`src/rtl/poly_basemul_sequencer.sv`:
```
// Sequences one polynomial basemul pass: walks coefficient pairs, fetches A/B/R/zeta,
// drives the basemul engine and writes (optionally accumulated) results back into R.
`timescale 1ns/1ps
module poly_basemul_sequencer #(
   parameter int COEFF_W   = 16,
   parameter int KYBER_N   = 256,
   parameter int ZETA_BASE = 64
) (
   input  logic               clk,
   input  logic               reset_n,
   input  logic               start,
   input  logic               accumulate,
   output logic               busy,
   output logic               done,
   output logic [7:0]         a_addr,
   output logic [7:0]         b_addr,
   output logic [7:0]         r_raddr,
   input  logic [COEFF_W-1:0] a_rdata,
   input  logic [COEFF_W-1:0] b_rdata,
   input  logic [COEFF_W-1:0] r_rdata,
   output logic [6:0]         z_addr,
   input  logic [COEFF_W-1:0] z_rdata,
   output logic               bm_enable,
   output logic [COEFF_W-1:0] bm_a0,
   output logic [COEFF_W-1:0] bm_b0,
   output logic [COEFF_W-1:0] bm_a1,
   output logic [COEFF_W-1:0] bm_b1,
   output logic [COEFF_W-1:0] bm_zeta,
   input  logic               bm_done,
   input  logic [COEFF_W-1:0] bm_r0,
   input  logic [COEFF_W-1:0] bm_r1,
   output logic               wr_en,
   output logic [7:0]         wr_addr,
   output logic [COEFF_W-1:0] wr_data
);
   localparam int PW = $clog2(KYBER_N/2);
   localparam logic [PW-1:0] LAST_P = PW'(KYBER_N/2 - 1);

   typedef enum logic [2:0] {IDLE, RD0, RD1, CAP, ISSUE, WAIT, WR0, WR1} state_t;

   state_t             r_state;
   logic [PW-1:0]      r_p;
   logic               r_acc, r_busy, r_done, r_bm_en, r_wr_en;
   logic [7:0]         r_addr, r_wr_addr;
   logic [6:0]         r_zaddr;
   logic [COEFF_W-1:0] r_a0, r_b0, r_a1, r_b1, r_zeta;
   logic [COEFF_W-1:0] r_old0, r_old1, r_res1, r_wr_data;

   logic [PW-1:0]      w_p_nxt;
   logic [7:0]         w_even, w_even_nxt;
   logic [6:0]         w_zaddr_nxt;
   logic [COEFF_W-1:0] w_add0, w_add1;

   assign w_p_nxt     = r_p + PW'(1);
   assign w_even      = 8'({r_p, 1'b0});
   assign w_even_nxt  = 8'({w_p_nxt, 1'b0});
   assign w_zaddr_nxt = 7'(ZETA_BASE) + 7'(w_p_nxt >> 1);
   assign w_add0      = r_acc ? r_old0 : '0;
   assign w_add1      = r_acc ? r_old1 : '0;

   always_ff @(posedge clk or negedge reset_n) begin
      if (!reset_n) begin
         r_state   <= IDLE;
         r_p       <= '0;
         r_acc     <= 1'b0;
         r_busy    <= 1'b0;
         r_done    <= 1'b0;
         r_bm_en   <= 1'b0;
         r_wr_en   <= 1'b0;
         r_addr    <= '0;
         r_wr_addr <= '0;
         r_zaddr   <= '0;
         r_a0      <= '0;
         r_b0      <= '0;
         r_a1      <= '0;
         r_b1      <= '0;
         r_zeta    <= '0;
         r_old0    <= '0;
         r_old1    <= '0;
         r_res1    <= '0;
         r_wr_data <= '0;
      end else begin
         r_done  <= 1'b0;
         r_bm_en <= 1'b0;
         r_wr_en <= 1'b0;
         case (r_state)
            IDLE: if (start) begin
               r_state <= RD0;
               r_p     <= '0;
               r_acc   <= accumulate;
               r_busy  <= 1'b1;
               r_addr  <= '0;
               r_zaddr <= 7'(ZETA_BASE);
            end
            RD0: begin
               r_state <= RD1;
               r_addr  <= w_even | 8'd1;
            end
            RD1: begin
               // odd pairs use the negated zeta of the shared ROM entry
               r_a0    <= a_rdata;
               r_b0    <= b_rdata;
               r_old0  <= r_rdata;
               r_zeta  <= r_p[0] ? ('0 - z_rdata) : z_rdata;
               r_state <= CAP;
            end
            CAP: begin
               r_a1    <= a_rdata;
               r_b1    <= b_rdata;
               r_old1  <= r_rdata;
               r_bm_en <= 1'b1;
               r_state <= ISSUE;
            end
            ISSUE: r_state <= WAIT;
            WAIT: if (bm_done) begin
               r_wr_en   <= 1'b1;
               r_wr_addr <= w_even;
               r_wr_data <= bm_r0 + w_add0;
               r_res1    <= bm_r1 + w_add1;
               r_state   <= WR0;
            end
            WR0: begin
               r_wr_en   <= 1'b1;
               r_wr_addr <= w_even | 8'd1;
               r_wr_data <= r_res1;
               r_state   <= WR1;
            end
            WR1: begin
               if (r_p == LAST_P) begin
                  r_state <= IDLE;
                  r_done  <= 1'b1;
                  r_busy  <= 1'b0;
               end else begin
                  r_p     <= w_p_nxt;
                  r_addr  <= w_even_nxt;
                  r_zaddr <= w_zaddr_nxt;
                  r_state <= RD0;
               end
            end
            default: r_state <= IDLE;
         endcase
      end
   end

   assign busy      = r_busy;
   assign done      = r_done;
   assign a_addr    = r_addr;
   assign b_addr    = r_addr;
   assign r_raddr   = r_addr;
   assign z_addr    = r_zaddr;
   assign bm_enable = r_bm_en;
   assign bm_a0     = r_a0;
   assign bm_b0     = r_b0;
   assign bm_a1     = r_a1;
   assign bm_b1     = r_b1;
   assign bm_zeta   = r_zeta;
   assign wr_en     = r_wr_en;
   assign wr_addr   = r_wr_addr;
   assign wr_data   = r_wr_data;
endmodule

```
`config.mk`:
```
export PLATFORM = sky130hd
export DESIGN_NAME = poly_basemul_sequencer
export DESIGN_NICKNAME = d
export VERILOG_FILES = /design/src/rtl/poly_basemul_sequencer.sv
export SDC_FILE = /design/constraint.sdc
export NUM_CORES = 1
export LEC_CHECK = 0
export ABC_AREA = 1
export BUFFER_PORTS_ARGS = -buffer_cell sky130_fd_sc_hd__buf_4
export CAP_MARGIN = 10
export CORE_MARGIN = 1
export CORE_UTILIZATION = 30
export CTS_BUF_LIST = sky130_fd_sc_hd__clkbuf_4
export CTS_CLUSTER_DIAMETER = 80
export DETAILED_ROUTE_END_ITERATION = 8
export MAX_ROUTING_LAYER = met4
export PLACE_DENSITY_LB_ADDON = 0.2
export SETUP_SLACK_MARGIN = 0.15
export SLEW_MARGIN = 20
export SYNTH_ARGS = -nofsm -noshare
export SYNTH_HDL_FRONTEND = slang
export SYNTH_SLANG_ARGS = --single-unit
```
`constraint.sdc`:
```
create_clock -name clk -period 3 [get_ports clk]
set_input_delay 0.3 -clock clk [delete_from_list [all_inputs] [get_ports clk]]
set_output_delay 0.3 -clock clk [all_outputs]
set_load 0.005 [all_outputs]
```
==> results by group <==
Synth
  • Post-synth top area cell: sky130_fd_sc_hd__dfrtp_1
  • Register bit total from synthesis: around 180
  • Post-Syn Area: 9350 µm²
  • Count of yosys warnings during synthesis: 0
  • Number of instances in the synthesized netlist: 1234
  • Post-synth ARST share: 100%
  • Ys flop type: sky130_fd_sc_hd__dfrtp_1
  • Biggest area contributors in the synthesized netlist: sky130_fd_sc_hd__dfrtp_1 (47%), sky130_fd_sc_hd__nand2_1 (17%), sky130_fd_sc_hd__inv_1 (7.6%), sky130_fd_sc_hd__ha_1 (4.3%), sky130_fd_sc_hd__o21ai_0 (4.1%)
  • Syn_nets: about 1400
  • Mean instance size in the synthesized netlist: between 7 and 8 µm²
  • Share of synthesized area occupied by flip-flops and latches: a little under half
  • Unique masters post-synth: 36
  • Number of synthesized flops with an enable pin: 0
  • Area fraction of the dominant cell type after synthesis: 47.1%

CTS
  • H-tree levels: 4
  • TritonCTS clock tree: done
  • PostCTS Resize Cnt: 0
  • Buffer count from post-CTS setup fixing: 0
  • Clock buffers created by TritonCTS: 17
  • Clock latency reported for the late side of the worst-skew pair: around 580 ps
  • Master cell of the clock root buffer: sky130_fd_sc_hd__clkbuf_4
  • Clock input transition at the sequential cells of the worst setup and hold paths: around 160 ps
  • Hold_buf cts: 67
  • Clock tree sinks: between 150 and 200
  • Maximum count of clock buffers along a single path: 2

Place
  • Routability congestion estimate: ~0.90
  • Cell count after placement: 1817
  • Post-placement cell area: ~11000 µm²
  • Input/output buffers: 239
  • Post-place setup slack: between 500 and 600 ps
  • Dpl hpwl: between 20 and 25 mm

Setup path
  • Largest fanout of any net on the critical path: 22
  • Type of destination of the critical path: flip-flop
  • Total buffers and inverters traversed by the critical path: 3
  • Arrival time at the worst endpoint: approximately 2900 ps
  • Classification of the worst setup path: reg -> reg
  • Cell type with the highest occurrence count on the critical path: sky130_fd_sc_hd__nand3_1
  • Worst Setup Start Kind: flip-flop
  • List of cells traversed by the critical path: nand2_1 -> inv_1 -> ha_1 -> inv_1 -> fa_1 -> inv_1 -> nand3_1 -> nand3_1 -> nand3_1 -> nand3_1 -> nand2_1 -> nand3_1 -> nand2_1
  • Family with the most delay on the worst path: flip-flops
  • Critical Path RT: between 3000 and 4000 ps
  • Cell type of the slowest stage on the worst timing path: sky130_fd_sc_hd__dfrtp_1
  • Crit-path max cell delay: roughly 790 ps

Cells and area
  • Count of fill cells added during filler insertion: 3251
  • Fraction of layout instances using a drive strength above 1: between 10% and 20%
  • Most common library cell in the layout ignoring fill and taps: sky130_fd_sc_hd__nand2_1
  • Top library cells by usage in the layout, fill and taps aside: sky130_fd_sc_hd__nand2_1 (429), sky130_fd_sc_hd__buf_4 (244), sky130_fd_sc_hd__inv_1 (189)
  • Area delta synth->final: 32.1%
  • Sequential cell area: around 4400 µm²
  • Nets: about 1600
  • Cell Count, Final, Fillers Out: around 1900
  • Design area: roughly 12000 µm²
  • Finished Core Util: slightly above 40%
  • Footprint of the multi-input gates: 3880 µm²

Power
  • Tot Pwr: between 10 and 15 mW
  • Peak VDD IR: approximately 0.36 mV
  • Pwr dens: about 860 nW/µm²
  • Standby leakage power: 6.87 nW

Die
  • DIE WIDTH: roughly 180 µm
  • Die footprint: 31900 µm²
  • Placeable core region: slightly above 30000 µm²
  • Starting density of the core: slightly above 30%
  • Die H: roughly 180 µm
  • # rows: 64
  • Number of ports placed on the die boundary: 240

Drt
  • Number of remaining DRC errors: 0
  • 1st-pass router iterations: 5
  • Post-DR vias/cell: approximately 4.4
  • Violation count after the first detailed-route iteration: about 460
  • Vias: around 8400
  • Average wire per standard cell: 14.2 µm
  • Antenna viol nets, final: 0
  • WL final: about 27 mm

STA
  • Setup Skew: ~32 ps
  • Final worst slack: between 600 and 700 ps
  • Portion of the clock cycle consumed by the worst path in the final layout: between 70% and 80%
  • Final setup fails: 0
  • Final hold violations: 0
  • Crit path time final: 2390 ps
  • Actual transition at the worst max-transition pin: between 900 and 1000 ps
  • Worst-case hold slack: 72.0 ps
  • RSZ-0062 raised after global routing: no
  • Setup TNS: 0 ps
  • Fmax achieved: roughly 420 MHz
  • Worst slew margin relative to its limit: around 36%
  • Number of max-slew violations in the final report: 0

Status
  • Outcome: completed

Global routing
  • Grt total ovfl: 0
  • Total global routing track utilization: 17.7%
  • Largest net degree at the start of global routing: 68
  • Number of global-route vias before repair: just over 8000
  • Antenna violations before repair: 5
  • Wire length of the first global-routing pass: between 40 and 50 mm

Run
  • Max-capacitance violation count: 0

Hold path
  • Hold WC Path Type: in -> reg
state kept, by name, indices dropped and copies added, names as in the netlist:
| signal | cells |
|---|---|
| a_addr | 8 |
| wr_en | 1 |
| r_res1 | 16 |
| bm_zeta | 16 |
| bm_b0 | 16 |
| r_old0 | 16 |
| r_p | 6 |
| z_addr | 2 |
| wr_addr | 8 |
| busy | 1 |
| r_state | 3 |
| done | 1 |
| r_acc | 1 |
| wr_data | 16 |
| bm_enable | 1 |
| bm_a1 | 16 |
| r_old1 | 16 |
| bm_b1 | 16 |
| bm_a0 | 16 |
worst reg2reg max path: stages, from the launching register on:
cell and delay [ps]:
sky130_fd_sc_hd__dfrtp_1 790, sky130_fd_sc_hd__nand2_1 110, sky130_fd_sc_hd__inv_1 80, sky130_fd_sc_hd__ha_1 180, sky130_fd_sc_hd__inv_1 60, sky130_fd_sc_hd__fa_1 400
sky130_fd_sc_hd__inv_1 100, sky130_fd_sc_hd__nand3_1 70, sky130_fd_sc_hd__nand3_1 140, sky130_fd_sc_hd__nand3_1 110, sky130_fd_sc_hd__nand3_1 90, sky130_fd_sc_hd__nand2_1 50
sky130_fd_sc_hd__nand3_1 70, sky130_fd_sc_hd__nand2_1 60
final timing paths:
| check | from | endpoint | slack [ps] | cells after the start |
|---|---|---|---|---|
| min | start | r_state[0]$_DFFE_PN0P_ | 70 | 4 |
| min reg2reg | bm_zeta[11]$_DFFE_PN0P_ | bm_zeta[11]$_DFFE_PN0P_ | 500 | 2 |
| max | r_acc$_DFFE_PN0P_ | r_res1[12]$_DFFE_PN0P_ | 610 | 13 |
| max reg2reg | r_acc$_DFFE_PN0P_ | r_res1[12]$_DFFE_PN0P_ | 610 | 13 |
| min in group asynchronous | reset_n | a_addr[5]$_DFFE_PN0P_ | 270 | 2 |
| max in group asynchronous | reset_n | bm_b1[0]$_DFFE_PN0P_ | 1930 | 3 |
Yosys cell counts, types with 8 or more instances:
library cell and n:
sky130_fd_sc_hd__buf_2 22, sky130_fd_sc_hd__clkbuf_1 14, sky130_fd_sc_hd__buf_4 23, sky130_fd_sc_hd__o21ai_1 56, sky130_fd_sc_hd__a21oi_1 21, sky130_fd_sc_hd__nor2_1 49
sky130_fd_sc_hd__xor2_1 8, sky130_fd_sc_hd__inv_1 190, sky130_fd_sc_hd__nand2_1 429, sky130_fd_sc_hd__ha_1 32, sky130_fd_sc_hd__o21ai_0 76, sky130_fd_sc_hd__dfrtp_1 176
sky130_fd_sc_hd__nand3_1 73, sky130_fd_sc_hd__a22o_1 8
power breakdown:
group	internal (mW)	leakage [nW]	total, mW	switching (mW)
Sequential	3.42	2.20	4.16	0.747
Combinational	2.31	4.54	5.20	2.89
Clock	0.367	0.134	1.31	0.948
cells by family after synthesis:
family                   after synthesis  share of synthesized area, %
AND/OR/NAND/NOR                      585                          25.7
buffers and inverters                254                          11.4
flip-flops                           176                          47.1
AO/OA/AOI/OAI                        169                          9.58
adder cells (fa/ha/maj)               34                          4.71
XOR/XNOR                              15                          1.41
multiplexers                           1                         0.120
final cells by class:
type / count / share of cell area (%)
Multi-Input combinational cell: 804 / 31.4
Tap cell: 396 / 4.01
Antenna cell: 5 / 0.101
Inverter: 193 / 5.88
Clock buffer: 18 / 1.09
Sequential cell: 176 / 35.7
Clock inverter: 14 / 0.983
Timing Repair Buffer: 315 / 20.8
metal layers:
metal  global-route usage (%)  share of wire (%)  routed length [µm]
met3                     4.09                5.3                1450
met2                     27.0                 45               12300
met5                        -                  0                   0
met1                     23.9                 49               13200
met4                     3.85                1.1                 297
Power figures use the tool's default switching activity.
